--- src/rtl/ysyx_25020037_issue_ctrl.sv ---
// Issue/hazard scheduler between IDU and EXU: per-GPR write scoreboard, load-use gating,
// redirect flush sequencing and fence.i drain with icache invalidate.
//
// state | meaning
// ------+----------------------------------------------------------
// RUN   | normal issue, gated by hazards and lsu_ready
// FLUSH | front end squashed, hold idu_ready low for FLUSH_CYC cycles
// FENCE | fence.i issued, wait for every in-flight write to retire
// ICF   | icache invalidate in progress, wait for icache_flush_done
module ysyx_25020037_issue_ctrl #(
    parameter int NREG      = 16,
    parameter int RIDX_W    = 4,
    parameter int CNT_W     = 2,
    parameter int FLUSH_CYC = 2
) (
    input  logic              clk,
    input  logic              rst,
    input  logic              idu_valid,
    input  logic [RIDX_W-1:0] rs1,
    input  logic [RIDX_W-1:0] rs2,
    input  logic              rs1_used,
    input  logic              rs2_used,
    input  logic [RIDX_W-1:0] rd,
    input  logic              gpr_we,
    input  logic              inst_l,
    input  logic              is_fence_i,
    input  logic              lsu_ready,
    input  logic              load_done,
    input  logic [RIDX_W-1:0] load_rd,
    input  logic              wb_valid,
    input  logic [RIDX_W-1:0] wb_rd,
    input  logic              redirect,
    input  logic              icache_flush_done,
    output logic              idu_ready,
    output logic              issue_fire,
    output logic              flush_front,
    output logic              icache_flush,
    output logic              busy,
    output logic              sb_err
);

    localparam int FC_W = $clog2(FLUSH_CYC + 1);

    typedef enum logic [1:0] {
        S_RUN,
        S_FLUSH,
        S_FENCE,
        S_ICF
    } state_t;

    state_t            state, state_nxt;
    logic [FC_W-1:0]   fc, fc_nxt;

    logic [CNT_W-1:0]  pend     [NREG];
    logic [CNT_W-1:0]  pend_nxt [NREG];
    logic [NREG-1:0]   lpend, lpend_nxt;
    logic              err_set;

    logic [NREG-1:0]   inc_v, dec_v, lset_v, lclr_v;
    logic              hz, waw, sat;

    assign hz  = (rs1_used && rs1 != '0 && lpend[rs1]) ||
                 (rs2_used && rs2 != '0 && lpend[rs2]);
    assign waw = gpr_we && rd != '0 && lpend[rd];
    assign sat = gpr_we && rd != '0 && (pend[rd] == {CNT_W{1'b1}});

    assign idu_ready  = (state == S_RUN) && !redirect && lsu_ready && !hz && !waw && !sat;
    assign issue_fire = idu_valid && idu_ready;

    // One-hot per-register event vectors; x0 never produces an event.
    assign inc_v  = (issue_fire && gpr_we && rd != '0) ? (NREG'(1) << rd) : '0;
    assign lset_v = (issue_fire && gpr_we && inst_l && rd != '0) ? (NREG'(1) << rd) : '0;
    assign dec_v  = (wb_valid && wb_rd != '0) ? (NREG'(1) << wb_rd) : '0;
    assign lclr_v = (load_done && load_rd != '0) ? (NREG'(1) << load_rd) : '0;

    always_comb begin
        err_set   = 1'b0;
        lpend_nxt = (lpend & ~lclr_v) | lset_v;
        lpend_nxt[0] = 1'b0;
        busy      = |lpend;
        for (int r = 0; r < NREG; r++) begin
            pend_nxt[r] = pend[r];
            busy        = busy | (pend[r] != '0);
            if (r == 0) begin
                pend_nxt[r] = '0;
            end else if (inc_v[r] && !dec_v[r]) begin
                pend_nxt[r] = pend[r] + CNT_W'(1);
            end else if (dec_v[r] && !inc_v[r]) begin
                if (pend[r] == '0) err_set = 1'b1;
                else               pend_nxt[r] = pend[r] - CNT_W'(1);
            end
            if (lclr_v[r] && !lpend[r]) err_set = 1'b1;
        end
    end

    always_comb begin
        state_nxt    = state;
        fc_nxt       = fc;
        flush_front  = 1'b0;
        icache_flush = 1'b0;
        case (state)
            S_RUN: begin
                if (redirect) begin
                    state_nxt   = S_FLUSH;
                    fc_nxt      = FC_W'(FLUSH_CYC);
                    flush_front = 1'b1;
                end else if (issue_fire && is_fence_i) begin
                    state_nxt = S_FENCE;
                end
            end
            S_FLUSH: begin
                if (redirect) begin
                    fc_nxt      = FC_W'(FLUSH_CYC);
                    flush_front = 1'b1;
                end else if (fc == FC_W'(1)) begin
                    state_nxt = S_RUN;
                end else begin
                    fc_nxt = fc - FC_W'(1);
                end
            end
            S_FENCE: begin
                if (!busy) begin
                    state_nxt    = S_ICF;
                    icache_flush = 1'b1;
                end
            end
            S_ICF: begin
                if (icache_flush_done) state_nxt = S_RUN;
            end
            default: state_nxt = S_RUN;
        endcase
    end

    always_ff @(posedge clk or negedge rst) begin
        if (!rst) begin
            state  <= S_RUN;
            fc     <= '0;
            pend   <= '{default: '0};
            lpend  <= '0;
            sb_err <= 1'b0;
        end else begin
            state  <= state_nxt;
            fc     <= fc_nxt;
            pend   <= pend_nxt;
            lpend  <= lpend_nxt;
            sb_err <= sb_err | err_set;
        end
    end

endmodule

--- config.mk ---
export PLATFORM = sky130hd
export DESIGN_NAME = ysyx_25020037_issue_ctrl
export DESIGN_NICKNAME = d
export VERILOG_FILES = /design/src/rtl/ysyx_25020037_issue_ctrl.sv
export SDC_FILE = /design/constraint.sdc
export NUM_CORES = 1
export LEC_CHECK = 0
export CAP_MARGIN = 30
export CORE_MARGIN = 1.5
export CORE_UTILIZATION = 34
export CTS_BUF_LIST = sky130_fd_sc_hd__clkbuf_8 sky130_fd_sc_hd__clkbuf_16
export CTS_CLUSTER_SIZE = 25
export DETAILED_ROUTE_END_ITERATION = 10
export PLACE_DENSITY = 0.52
export SYNTH_ARGS = -nofsm -noshare
export SYNTH_HDL_FRONTEND = slang
export SYNTH_SLANG_ARGS = --single-unit
export TNS_END_PERCENT = 10
--- constraint.sdc ---
create_clock -name clk -period 10.7 [get_ports clk]
set_clock_uncertainty 0.05 [all_clocks]
set_input_delay 3.21 -clock clk [delete_from_list [all_inputs] [get_ports clk]]
set_output_delay 3.21 -clock clk [all_outputs]
set_load 0.01 [all_outputs]
## Word level (Yosys, flattened, before mapping)

Cells that the tools add are included.

| storage, ports and cells | value |
|---|---|
| register bits | 50 |
| latch bits | 0 |
| memory bits (writable) | 0 |
| memory bits (read-only) | 0 |
| logic and storage cells | 424 |
| memories kept | 0 |

| operators by class | value |
|---|---|
| $add $sub $neg | 31 |
| $mul | 0 |
| div/mod/pow operators | 0 |
| magnitude comparators | 4 |
| equal/unequal tests | 27 |
| shift-type cells | 3 |
| mux-type cells | 134 |
| bitwise operators | 20 |
| reductions and logical operators | 186 |

Operators by type and width:

| cell | count |
|---|---|
| $mux 2 | 56 |
| $mux 1 | 68 |
| $logic_and 1x1->1 | 65 |
| $mux 16 | 4 |
| $reduce_bool 2->1 | 31 |
| $logic_not 1->1 | 49 |
| $shl 1x4->16 const A | 3 |
| $ne 2x2->1 const B | 20 |
| $logic_not 2->1 | 16 |
| $sub 2x1->2 const B | 16 |
| $add 2x1->2 const B | 15 |
| $reduce_and 2->1 | 15 |
| $reduce_bool 4->1 | 5 |
| $and 16x16->16 | 1 |
| $not 16->16 | 1 |
| $or 1x1->1 | 16 |
| $or 16x16->16 | 1 |
| $lt 4x5->1 const B | 3 |
| $reduce_or 15->1 | 1 |
| $bmux 1 s4 | 3 |
| $bmux 2 s4 | 1 |
| $pmux 2 s4 | 1 |
| $eq 2x2->1 const B | 3 |
| $ge 5x5->1 const B | 1 |
| 9 further kinds | 10 |

## Depth between registers and ports, before layout

| depth | value |
|---|---|
| word-level depth | 74 |
| mapped depth | 16 |

## Worst setup path before layout

OpenSTA, ideal clock, no wires.

| timing path | value |
|---|---|
| path type | input port to output port |
| from | input port rs2[0] |
| to | output port issue_fire |
| arrival | 5045 ps |
| path slack | 2395 ps |
| stages | 5 |
| path buffers | 0 |
| cells stage by stage | mux4_1 -> mux2_2 -> a311o_1 -> a221oi_1 -> and2_1 |

| on the way | value |
|---|---|
| word-level cells in the longest chain between the ends | 9 |
| elaborated cells on any way between the ends | 11 |
| those cells by class | mux: 2; reduce/logical: 9 |

RTL lines:

| item | RTL line | source |
|---|---|---|
| from (decl) | 20 | `input logic [RIDX_W-1:0] rs2,` |
| $bmux 1 s4 / $reduce_bool 4->1 (equally long branches) | 63 | `(rs2_used && rs2 != '0 && lpend[rs2]);` |
| $mux 1 (not written as such) / $logic_and 1x1->1 (equally long branches) | 63 |  |
| $logic_and 1x1->1 (*) | 63 |  |
| $logic_or 1x1->1 (*) | 62 | `assign hz = (rs1_used && rs1 != '0 && lpend[rs1]) \|\|` |
| $logic_not 1->1 (*) | 67 | `assign idu_ready = (state == S_RUN) && !redirect && lsu_ready && !hz && !waw && !sat;` |
| $logic_and 1x1->1 (*) (3 in series) | 67 |  |
| net idu_ready | 34 | `output logic idu_ready,` |
| $logic_and 1x1->1 (*) | 68 | `assign issue_fire = idu_valid && idu_ready;` |
| to (decl) | 35 | `output logic issue_fire,` |

The timed path passes the listed nets; every way through them passes the cells marked *. The select of a mux whose other input is x is not followed.

## Worst setup path after layout

| timing path | value |
|---|---|
| from | input port rd[1] |
| to | output port issue_fire |

| on the way | value |
|---|---|
| word-level cells in the longest chain between the ends | 9 |
| elaborated cells on any way between the ends | 16 |
| those cells by class | eq/ne: 1; mux: 5; bitwise: 1; reduce/logical: 9 |

RTL lines:

| item | RTL line | source |
|---|---|---|
| from (decl) | 23 | `input logic [RIDX_W-1:0] rd,` |
| $not 4->5 (not written as such) | 65 | `assign sat = gpr_we && rd != '0 && (pend[rd] == {CNT_W{1'b1}});` |
| $bmux 2 s4 | 65 |  |
| $mux 2 (not written as such) (2 in series) | 65 |  |
| $eq 2x2->1 | 65 |  |
| $logic_and 1x1->1 | 65 |  |
| $logic_not 1->1 | 67 |  |
| $logic_and 1x1->1 (*) | 67 |  |
| $logic_and 1x1->1 (*) | 68 |  |

Mark *: on every way between the ends. The rest lies on a longest branch, timed or not. The select of a mux whose other input is x is not followed.

==> out/qor.yml <==
status: "complete, no violations"
power.density_mw_per_mm2: 88.1
ys_ff_latch: 50
syn-num-nets: 600
drv_slew: 0
ant_nets: 0
post-route-period-util_pct: 89.3
drt-vias-per-instance: 5.75
power.switching_uw: 119
h-tree-depth: 2
core_area_sq_mm: 0.0121
required_ns: 7.44
grt_pass1_wl_mm: 21.4
grt_pass1_vias: 4084
slowest_delay_ns: 0.79
clkPwrFrac_pct: 37.3
finalSetupTns_ns: 0
async_flop_share_pct: 100
instances_no_fill: 735
ys.flop_type: "dfrtp_1"
drc: 0
dieArea_sq_mm: 0.0132
critPathMaxFanout: 13
diodes: 0
worst_pin_slew_ns: 0.672
slew_headroom_pct: 55.2
setup_viol: 0
yosysSeqAreaShare_pct: 29.4
routabilityCongestion: 0.950
port_buffers: 38
synth_edf_count: 0
crit_chain: "clkdlybuf4s50_1 -> nor2b_1 -> a221oi_1 -> a32oi_1 -> a21oi_1 -> a221oi_1 -> and2_1 -> clkdlybuf4s50_1"
max-clock-path-buffers: 2
start_kind: "primary input"
comb_power_share_pct: 17.3
drt-wirelength-per-cell_um: 17.9
crit_path_top_delay_cell: "clkdlybuf4s50_1"
overflow: 0
vias: 4229
syn_inst: 536
p_leak_nw: 2.18
holdPathStages: 2
worstPathArrival_ns: 6.29
io_pins: 39
antenna_found_initial: 0
drt-initial-drc-count: 252
dp.cells: 727
hp-class: "reg -> reg"
die_y_um: 115
clk_latency_ns: 0.30
yosys_warnings: 0
fmax_mhz: 105
seqPwrFrac_pct: 45.5
hold_violations: 0
drive_gt1_share_pct: 4.06
grt_max_degree: 51
nets: 630
post_cts_buffers: 0
initial_core_util_pct: 35.2
synth_area_sq_mm: 0.00426
yosys.cell_types.count: 50
cap_violations: 0
dr.pass1.iters: 5
root_buffer: "clkbuf_16"
area_delta_synth_final_pct: 15.9
reg2reg_depth: 12
cts_inserted_buffers: 5
fillers: 1223
ctsHoldBuffers: 0
cts_resized: 0
whs_ns: 0.499
rsz0062_at_grt: "no"
path_clk_slew_ns: 0.06
p_sw_share_pct: 27.3
dp_hpwl_mm: 9.83
cts_tree: "done"
routed_wl_mm: 13.2
p_int_uw: 317
cts_sinks: 50
die_w_um: 115
ir_drop_mv: 0.0520
finalCriticalPeriod_ns: 9.55
track_usage_pct: 21.2
fp-row-count: 40
syn_avg_cell_area_sq_um: 7.95
critical_path_class: "in -> out"
worst_setup_path_end_kind: "output port"
==> power by group through the flow <==
stage               clock network [mW]  registers (mW)  logic, mW
floorplan                            0           0.200     0.0427
global placement                     0           0.201     0.0731
detailed placement                   0           0.202     0.0751
CTS                              0.169           0.198     0.0753
global route                     0.177           0.198     0.0833
finish                           0.162           0.198     0.0752
==> final timing paths <==
kind	to	startpoint	slack, ns
max	issue_fire	rd[1]	1.15
min	fc[1]	fc[1]	0.50
max reg2reg	sb_err	lpend[3]	6.37
min reg2reg	fc[1]	fc[1]	0.50
max in group asynchronous	lpend[12]	rst	7.17
min in group asynchronous	pend[1]	rst	2.98
==> logic make-up (layout without fill, tap and decap cells) <==
| kind of cell | after synthesis | after routing | share of synthesized area (%) |
|---|---|---|---|
| multiplexers | 13 | 13 | 5.31 |
| flip-flops | 50 | 50 | 29.4 |
| AO/OA/AOI/OAI | 123 | 123 | 16.8 |
| buffers and inverters | 39 | 70 | 3.67 |
| adder cells (fa/ha/maj) | 31 | 31 | 9.10 |
| AND/OR/NAND/NOR | 280 | 280 | 35.8 |
==> stage by stage <==
| stage | cell area [sq um] | total power [mW] | util [%] | setup WS [ns] |
|---|---|---|---|---|
| global placement | 4790 | 0.275 | 39.6 | 1.32 |
| CTS | 4940 | 0.442 | 40.8 | 1.20 |
| global route | 4940 | 0.459 | 40.8 | 0.954 |
| detailed placement | 4790 | 0.277 | 39.6 | 1.21 |
| finish | 4940 | 0.435 | 40.8 | 1.15 |
| floorplan | 4260 | 0.243 | - | 2.40 |
==> critical path: cells and delay by family <==
kind                   cells  cell delay, ns
AND/OR/NAND/NOR            2            0.73
buffers and inverters      2            1.32
AO/OA/AOI/OAI              4            1.03
==> cell usage after synthesis, drive strengths merged, types with 7 or more instances <==
library cell	count	share of area (%)
nand2	81	7.1
o21ai	79	9.3
dfrtp	50	29
nor2b	40	5.9
nor2	32	2.8
ha	31	9.1
nor4	28	4.1
inv	21	1.8
nand3	20	2.3
nor3b	20	3.5
a21oi	16	1.9
nor4b	16	3.3
clkbuf	14	1.2
or4	14	2.5
nor3	8	0.94
mux4	7	3.8
==> cell type report <==
cell class / instances / area, sq um / share of cell area, %
multi-input combinational: 447 / 2860 / 57.8
sequential: 50 / 1250 / 25.3
timing repair buffer: 41 / 398 / 8.05
tap: 168 / 210 / 4.25
clock buffer: 6 / 139 / 2.81
inverter: 21 / 78.8 / 1.60
clock inverter: 2 / 8.76 / 0.177
==> registers in the layout, summed over array words and instances (netlist names) <==
name and flops:
state 2, sb_err 1, pend 30, lpend 15, fc 2
==> cell usage in the layout (no fill, tap or decap), types with 2 or more instances in the layout <==
master           count
a2111oi_0            3
a211oi_1             2
a21oi_1             16
a221oi_1             3
and3_1               3
and3b_1              2
buf_4                3
clkbuf_16            5
clkdlybuf4s50_1     37
dfrtp_1             50
ha_1                31
inv_1               22
mux2_2               4
mux2i_1              2
mux4_2               6
nand2_1             81
nand2b_1             5
nand3_1             20
nand3b_1             2
nand4_1              3
nor2_1              32
nor2b_1             40
nor3_1               8
nor3b_1             20
nor4_1              28
nor4b_1             16
o21ai_0             79
o22a_1               3
o22ai_1              3
o2bb2ai_1            2
or3_1                2
or4_1               14
==> metal layers <==
| layer | global-route usage (%) | vias up | routed length, um |
|---|---|---|---|
| met5 | 0 | - | 0 |
| met4 | 10.5 | 0 | 485 |
| met3 | 3.22 | 33 | 741 |
| met2 | 33.8 | 137 | 5960 |
| met1 | 28.2 | 2025 | 6000 |
| li1 | - | 2034 | - |
Note: power is estimated with default switching activity, not from simulation.
